### src/rtl/mult_eval_pkg.sv
// Shared definitions for the multiplier evaluation blocks: sweep FSM states,
// default sweep size and the vector-index to operand mapping.
package mult_eval_pkg;

    typedef enum logic [1:0] {
        IDLE = 2'd0,
        RUN  = 2'd1,
        DONE = 2'd2
    } state_t;

    // Operand width used by the reward flow and the resulting vector count.
    localparam int W_DEFAULT = 2;
    localparam int N         = 1 << (2 * W_DEFAULT);

    // Vector index i is laid out as {a, b}: a is the upper w bits.
    function automatic int unsigned vec_to_a(input int unsigned idx, input int unsigned w);
        return idx >> w;
    endfunction

    // The lower w bits of the vector index select operand b.
    function automatic int unsigned vec_to_b(input int unsigned idx, input int unsigned w);
        return idx & ((32'd1 << w) - 32'd1);
    endfunction

endpackage

### src/rtl/mult_golden.sv
// Exact unsigned W x W product, purely combinational. Used as the reference
// against which candidate multipliers are scored.
module mult_golden #(
    parameter int W = 2
) (
    input  logic [W-1:0]   i_a,
    input  logic [W-1:0]   i_b,
    output logic [2*W-1:0] o_p
);

    // Operands are widened first so the product is formed at full width.
    assign o_p = (2*W)'(i_a) * (2*W)'(i_b);

endmodule

### src/rtl/mult2_sweep_scorer.sv
// Exhaustive sweep scorer: drives every {a,b} pair into a combinational
// candidate multiplier, one per clock, and grades the returned product one
// cycle later against the exact product. Produces a match count, a per-vector
// failure mask and the lowest failing vector index.
module mult2_sweep_scorer
    import mult_eval_pkg::*;
#(
    parameter int W = W_DEFAULT
) (
    input  logic                    clk,
    input  logic                    rst,
    input  logic                    start,
    output logic                    busy,
    output logic                    done,
    output logic [W-1:0]            cand_a,
    output logic [W-1:0]            cand_b,
    input  logic [2*W-1:0]          cand_p,
    output logic [2*W:0]            score,
    output logic [(1<<(2*W))-1:0]   err_mask,
    output logic [2*W-1:0]          first_err_idx,
    output logic                    first_err_valid
);

    localparam int IW = 2 * W;
    localparam int NV = 1 << IW;

    state_t          r_state;
    state_t          w_state_nxt;
    logic            w_busy;
    logic            w_done;
    logic            w_accept;
    logic            w_compare;

    logic [IW-1:0]   r_idx;
    logic            r_last;
    logic [W-1:0]    r_cand_a;
    logic [W-1:0]    r_cand_b;
    logic [IW:0]     r_score;
    logic [NV-1:0]   r_err_mask;
    logic [IW-1:0]   r_first_err_idx;
    logic            r_first_err_valid;

    logic [IW-1:0]   w_idx_nxt;
    logic [IW-1:0]   w_vec;
    logic [IW-1:0]   w_exact;
    logic            w_match;

    // The vector being graded is the one currently presented to the candidate.
    assign w_vec     = {r_cand_a, r_cand_b};
    assign w_idx_nxt = r_idx + IW'(1);
    assign w_match   = (cand_p == w_exact);

    mult_golden #(
        .W (W)
    ) u_golden (
        .i_a (r_cand_a),
        .i_b (r_cand_b),
        .o_p (w_exact)
    );

    // State register.
    always_ff @(posedge clk or posedge rst) begin
        if (rst) begin
            r_state <= IDLE;
        end else begin
            r_state <= w_state_nxt;
        end
    end

    // Next-state and control decode; start is only honoured from IDLE.
    always_comb begin
        w_state_nxt = r_state;
        w_busy      = 1'b0;
        w_done      = 1'b0;
        w_accept    = 1'b0;
        w_compare   = 1'b0;
        case (r_state)
            IDLE: begin
                if (start) begin
                    w_accept    = 1'b1;
                    w_state_nxt = RUN;
                end
            end
            RUN: begin
                w_busy    = 1'b1;
                w_compare = 1'b1;
                if (r_last) begin
                    w_state_nxt = DONE;
                end
            end
            DONE: begin
                w_done      = 1'b1;
                w_state_nxt = IDLE;
            end
            default: begin
                w_state_nxt = IDLE;
            end
        endcase
    end

    // Operand drive and result accumulation; results persist until the next accept.
    always_ff @(posedge clk or posedge rst) begin
        if (rst) begin
            r_idx             <= '0;
            r_last            <= 1'b0;
            r_cand_a          <= '0;
            r_cand_b          <= '0;
            r_score           <= '0;
            r_err_mask        <= '0;
            r_first_err_idx   <= '0;
            r_first_err_valid <= 1'b0;
        end else if (w_accept) begin
            r_idx             <= '0;
            r_last            <= 1'b0;
            r_cand_a          <= '0;
            r_cand_b          <= '0;
            r_score           <= '0;
            r_err_mask        <= '0;
            r_first_err_idx   <= '0;
            r_first_err_valid <= 1'b0;
        end else if (w_compare) begin
            // Advance the driven vector until the last one, then hold it.
            if (!r_last) begin
                r_idx    <= w_idx_nxt;
                r_last   <= (w_idx_nxt == IW'(NV - 1));
                r_cand_a <= W'(vec_to_a(32'(w_idx_nxt), W));
                r_cand_b <= W'(vec_to_b(32'(w_idx_nxt), W));
            end
            // Grade the vector presented during the cycle just ending.
            if (w_match) begin
                r_score <= r_score + (IW+1)'(1);
            end else begin
                r_err_mask[w_vec] <= 1'b1;
                if (!r_first_err_valid) begin
                    r_first_err_idx   <= w_vec;
                    r_first_err_valid <= 1'b1;
                end
            end
        end
    end

    assign busy            = w_busy;
    assign done            = w_done;
    assign cand_a          = r_cand_a;
    assign cand_b          = r_cand_b;
    assign score           = r_score;
    assign err_mask        = r_err_mask;
    assign first_err_idx   = r_first_err_idx;
    assign first_err_valid = r_first_err_valid;

endmodule
### config.mk
export PLATFORM = sky130hd
export DESIGN_NAME = mult2_sweep_scorer
export DESIGN_NICKNAME = d
export VERILOG_FILES = /design/src/rtl/mult_eval_pkg.sv /design/src/rtl/mult_golden.sv /design/src/rtl/mult2_sweep_scorer.sv
export SDC_FILE = /design/constraint.sdc
export NUM_CORES = 1
export LEC_CHECK = 0
export BUFFER_PORTS_ARGS = -buffer_cell sky130_fd_sc_hd__buf_2
export CAP_MARGIN = 30
export CORE_UTILIZATION = 55
export CTS_BUF_LIST = sky130_fd_sc_hd__clkbuf_4
export DETAILED_ROUTE_END_ITERATION = 7
export GPL_ROUTABILITY_DRIVEN = 0
export HOLD_SLACK_MARGIN = 0.05
export MAX_ROUTING_LAYER = met4
export PLACE_DENSITY = 0.82
export SLEW_MARGIN = 15
export SYNTH_ARGS = -nofsm -noshare
export SYNTH_HDL_FRONTEND = slang
export SYNTH_SLANG_ARGS = --single-unit
### constraint.sdc
create_clock -name clk -period 2.6 [get_ports clk]
set_input_delay 0.78 -clock clk [delete_from_list [all_inputs] [get_ports clk]]
set_output_delay 0.78 -clock clk [all_outputs]
set_load 0.01 [all_outputs]
==> results by group <==
Final layout
  – Final cell count without fillers: 220
  – Fin util: 0.709
  – Fraction of layout instances using a drive strength above 1: 0.328
  – Area delta synth->final: 20.1%
  – Ant. Diodes: 0
  – Nets: 202

Global route
  – Antenna violations before repair: 0
  – First-pass GRT wire length: 5.95 mm
  – GRT overflow: 0
  – Largest net degree at the start of global routing: 34
  – Total GRT Usage: 0.255
  – Number of global-route vias before repair: 1288

Pwr
  – Final Power: 2.53 mW
  – Leak: 1.01 nW
  – Internal power: 1.49 mW
  – Sw Share: 0.410
  – Comb pwr share: 0.464
  – Clk pwr share: 0.192
  – PwrDens: 1280 mW/mm^2
  – Reg power frac: 0.344
  – NetSw: 1.04 mW
  – VDD IR max: 0.000987 V

Drt
  – First-pass iteration count of the detailed router: 4
  – 1st-iter DRT viols: 22
  – DR DRC count: 0
  – Final ANT Viol Nets: 0
  – Vias post-DR: 1261
  – Final WL: 3.49 mm
  – WL per Instance: 15.9 um
  – Metal2 WL: 1.71 mm
  – Routed wl met3: 142 um
  – Via density: 5.73
  – M1 wire length: 1.57 mm
  – Top layer in use: met4

Clock tree
  – CTS Root Cell: clkbuf_4
  – CTS tree: done
  – # Post-CTS Setup Buffers: 0
  – Worst-skew pair later-pin latency: 0.35 ns
  – CTS Buffer Depth: 2
  – Worst-path clk slew: 0.11 ns
  – # hold bufs at CTS: 0
  – Num CTS Buffers: 5
  – CTS Sinks: 33
  – Htree depth: 2

Synthesis
  – Post-synth top area share: 0.503
  – Synth area leaders: dfrtp_1, a22o_1, ha_1
  – Most common library cells after synthesis: dfrtp_1, nand2_1, a22o_1
  – Post-synthesis register bit count: 33
  – Area leader, netlist: dfrtp_1
  – Post-synth EDFFs: 0
  – Count of different cell masters after synthesis: 38
  – Average cell area after synthesis: 11.3 sq um
  – Count leader, synth: dfrtp_1
  – Mapped cell area: 0.00164 sq mm
  – Cells after Synth: 145
  – Yosys synthesis warning count: 0
  – Top_reg_cell synth: dfrtp_1
  – Asr flop ratio synth: 1.00
  – Net Count, Synth: 159
  – Seq/Total Area, Yosys: 0.503

Timing
  – Layout Skew: 0.00893 ns
  – Final hold vios: 0
  – Fin crit period: 2.38 ns
  – Fin crit share: 0.917
  – Endpoints failing setup: 0
  – Fin Setup TNS: 0 ns
  – Slew margin rel.: 0.601
  – Final worst slack: 0.215 ns
  – Slew Limit Fails: 0
  – Worst-Margin Slew: 0.597 ns
  – F_max: 419 MHz
  – RSZ-0062 raised after global routing: false

Placed design
  – Hpwl dp: 2.53 mm
  – Placed Cells: 212
  – Dpl ws: 0.193 ns
  – Port-buffer cells: 38

Critical path
  – Data required, critical path: 2.87 ns
  – Worst setup EP type: flip-flop
  – Reg-to-reg slack, setup: 0.22 ns
  – WP data arrival: 2.66 ns
  – WS Path Type: flip-flop to flip-flop
  – Launching element type of the critical path: flip-flop
  – CP max FO: 9

Run status
  – Status: finished clean

Worst hold path
  – Worst Hold Class: input port to asynchronous set/reset pin

Die
  – Std-Cell Rows: 19
  – Starting Density: 0.590
  – Total core area: 0.00278 sq mm
  – IO Pins: 39
  – Die ar.: 0.00321 sq mm
  – DIE HEIGHT: 56.6 um
  – Die Span X: 56.6 um

Run
  – Max-cap violations: 0
[worst max-delay path, cell delays in order, from the launching register on]
cell,delay [ns]
dfrtp_1,0.51
inv_1,0.18
nor2_1,0.06
ha_1,0.19
ha_1,0.28
xor2_1,0.34
nor3_4,0.12
a211oi_4,0.40
mux2i_1,0.24
[kinds of logic (layout without fill, tap and decap cells)]
family                   Yosys count  after routing  share of synthesized area
flip-flops                        33             33                      0.503
multiplexers                       5              5                     0.0305
XOR/XNOR                           5              5                     0.0267
buffers and inverters             12             56                     0.0373
AO/OA/AOI/OAI                     35             35                      0.178
adder cells (fa/ha/maj)            7              7                     0.0534
AND/OR/NAND/NOR                   48             48                      0.171
[power groups by stage]
stage,Combinational [mW],Clock (mW),Sequential (mW)
after floorplan,0.731,0,0.950
after global placement,1.13,0,0.865
after detailed placement,1.16,0,0.880
after CTS,1.16,0.489,0.868
after global routing,1.29,0.508,0.897
final,1.17,0.485,0.869
[per-layer routing]
layer / track usage / vias to the layer above
li1: - / 606
met1: 0.324 / 611
met2: 0.403 / 35
met3: 0.0553 / 9
met4: 0.0941 / 0
met5: - / -
[registers in the layout, indices dropped and copies added (netlist names)]
register / cells
r_idx: 4
first_err_idx: 4
r_state: 2
r_last: 1
first_err_valid: 1
score: 5
err_mask: 16
[through the flow]
stage	hold WS (ns)	instance area, sq um
after floorplan	0.471	1640
after detailed placement	0.476	1860
final	0.499	1970
after global routing	0.525	1970
after global placement	0.475	1860
after CTS	0.502	1960
[layout by cell type, fill, tap and decap left out, types with 2 or more instances in the layout]
| master | n |
|---|---|
| o21ai_0 | 6 |
| a21oi_1 | 3 |
| buf_4 | 4 |
| mux2i_1 | 5 |
| nor2_1 | 7 |
| dfrtp_1 | 33 |
| and2_1 | 2 |
| bufinv_16 | 2 |
| nand2b_1 | 3 |
| clkbuf_4 | 5 |
| buf_2 | 38 |
| nand2_1 | 13 |
| and3_1 | 4 |
| xor2_1 | 4 |
| inv_1 | 6 |
| a22o_1 | 10 |
| nand3_1 | 5 |
| a32o_1 | 6 |
| ha_1 | 7 |
| nor4_2 | 3 |
| nor2b_1 | 4 |
[repair_timing]
item / in CTS / in global routing
gates resized for setup: 0 / 1
endpoints found under the setup margin: 0 / 1
hold endpoints to repair: 0 / 0
[path summary, 6_finish.rpt]
| kind | startpoint | end | cells past startpoint |
|---|---|---|---|
| max | r_idx[0] | first_err_idx[3] | 8 |
| min reg2reg | err_mask[6] | err_mask[6] | 1 |
| min | rst | err_mask[12] | 3 |
| max reg2reg | r_idx[0] | first_err_idx[3] | 8 |
| min in group clk | err_mask[6] | err_mask[6] | 1 |
| max in group asynchronous | rst | r_state[0] | 3 |
[layout make-up]
type                    count  area, sq um
clock inverters             3         65.1
fillers                   219          810
flip-flops and latches     33          826
inverters                   6         22.5
well taps                  31         38.8
repair buffers             42          220
clock buffers               5         37.5
multi-input cells         100          762
(Power assumes the default switching activity.)
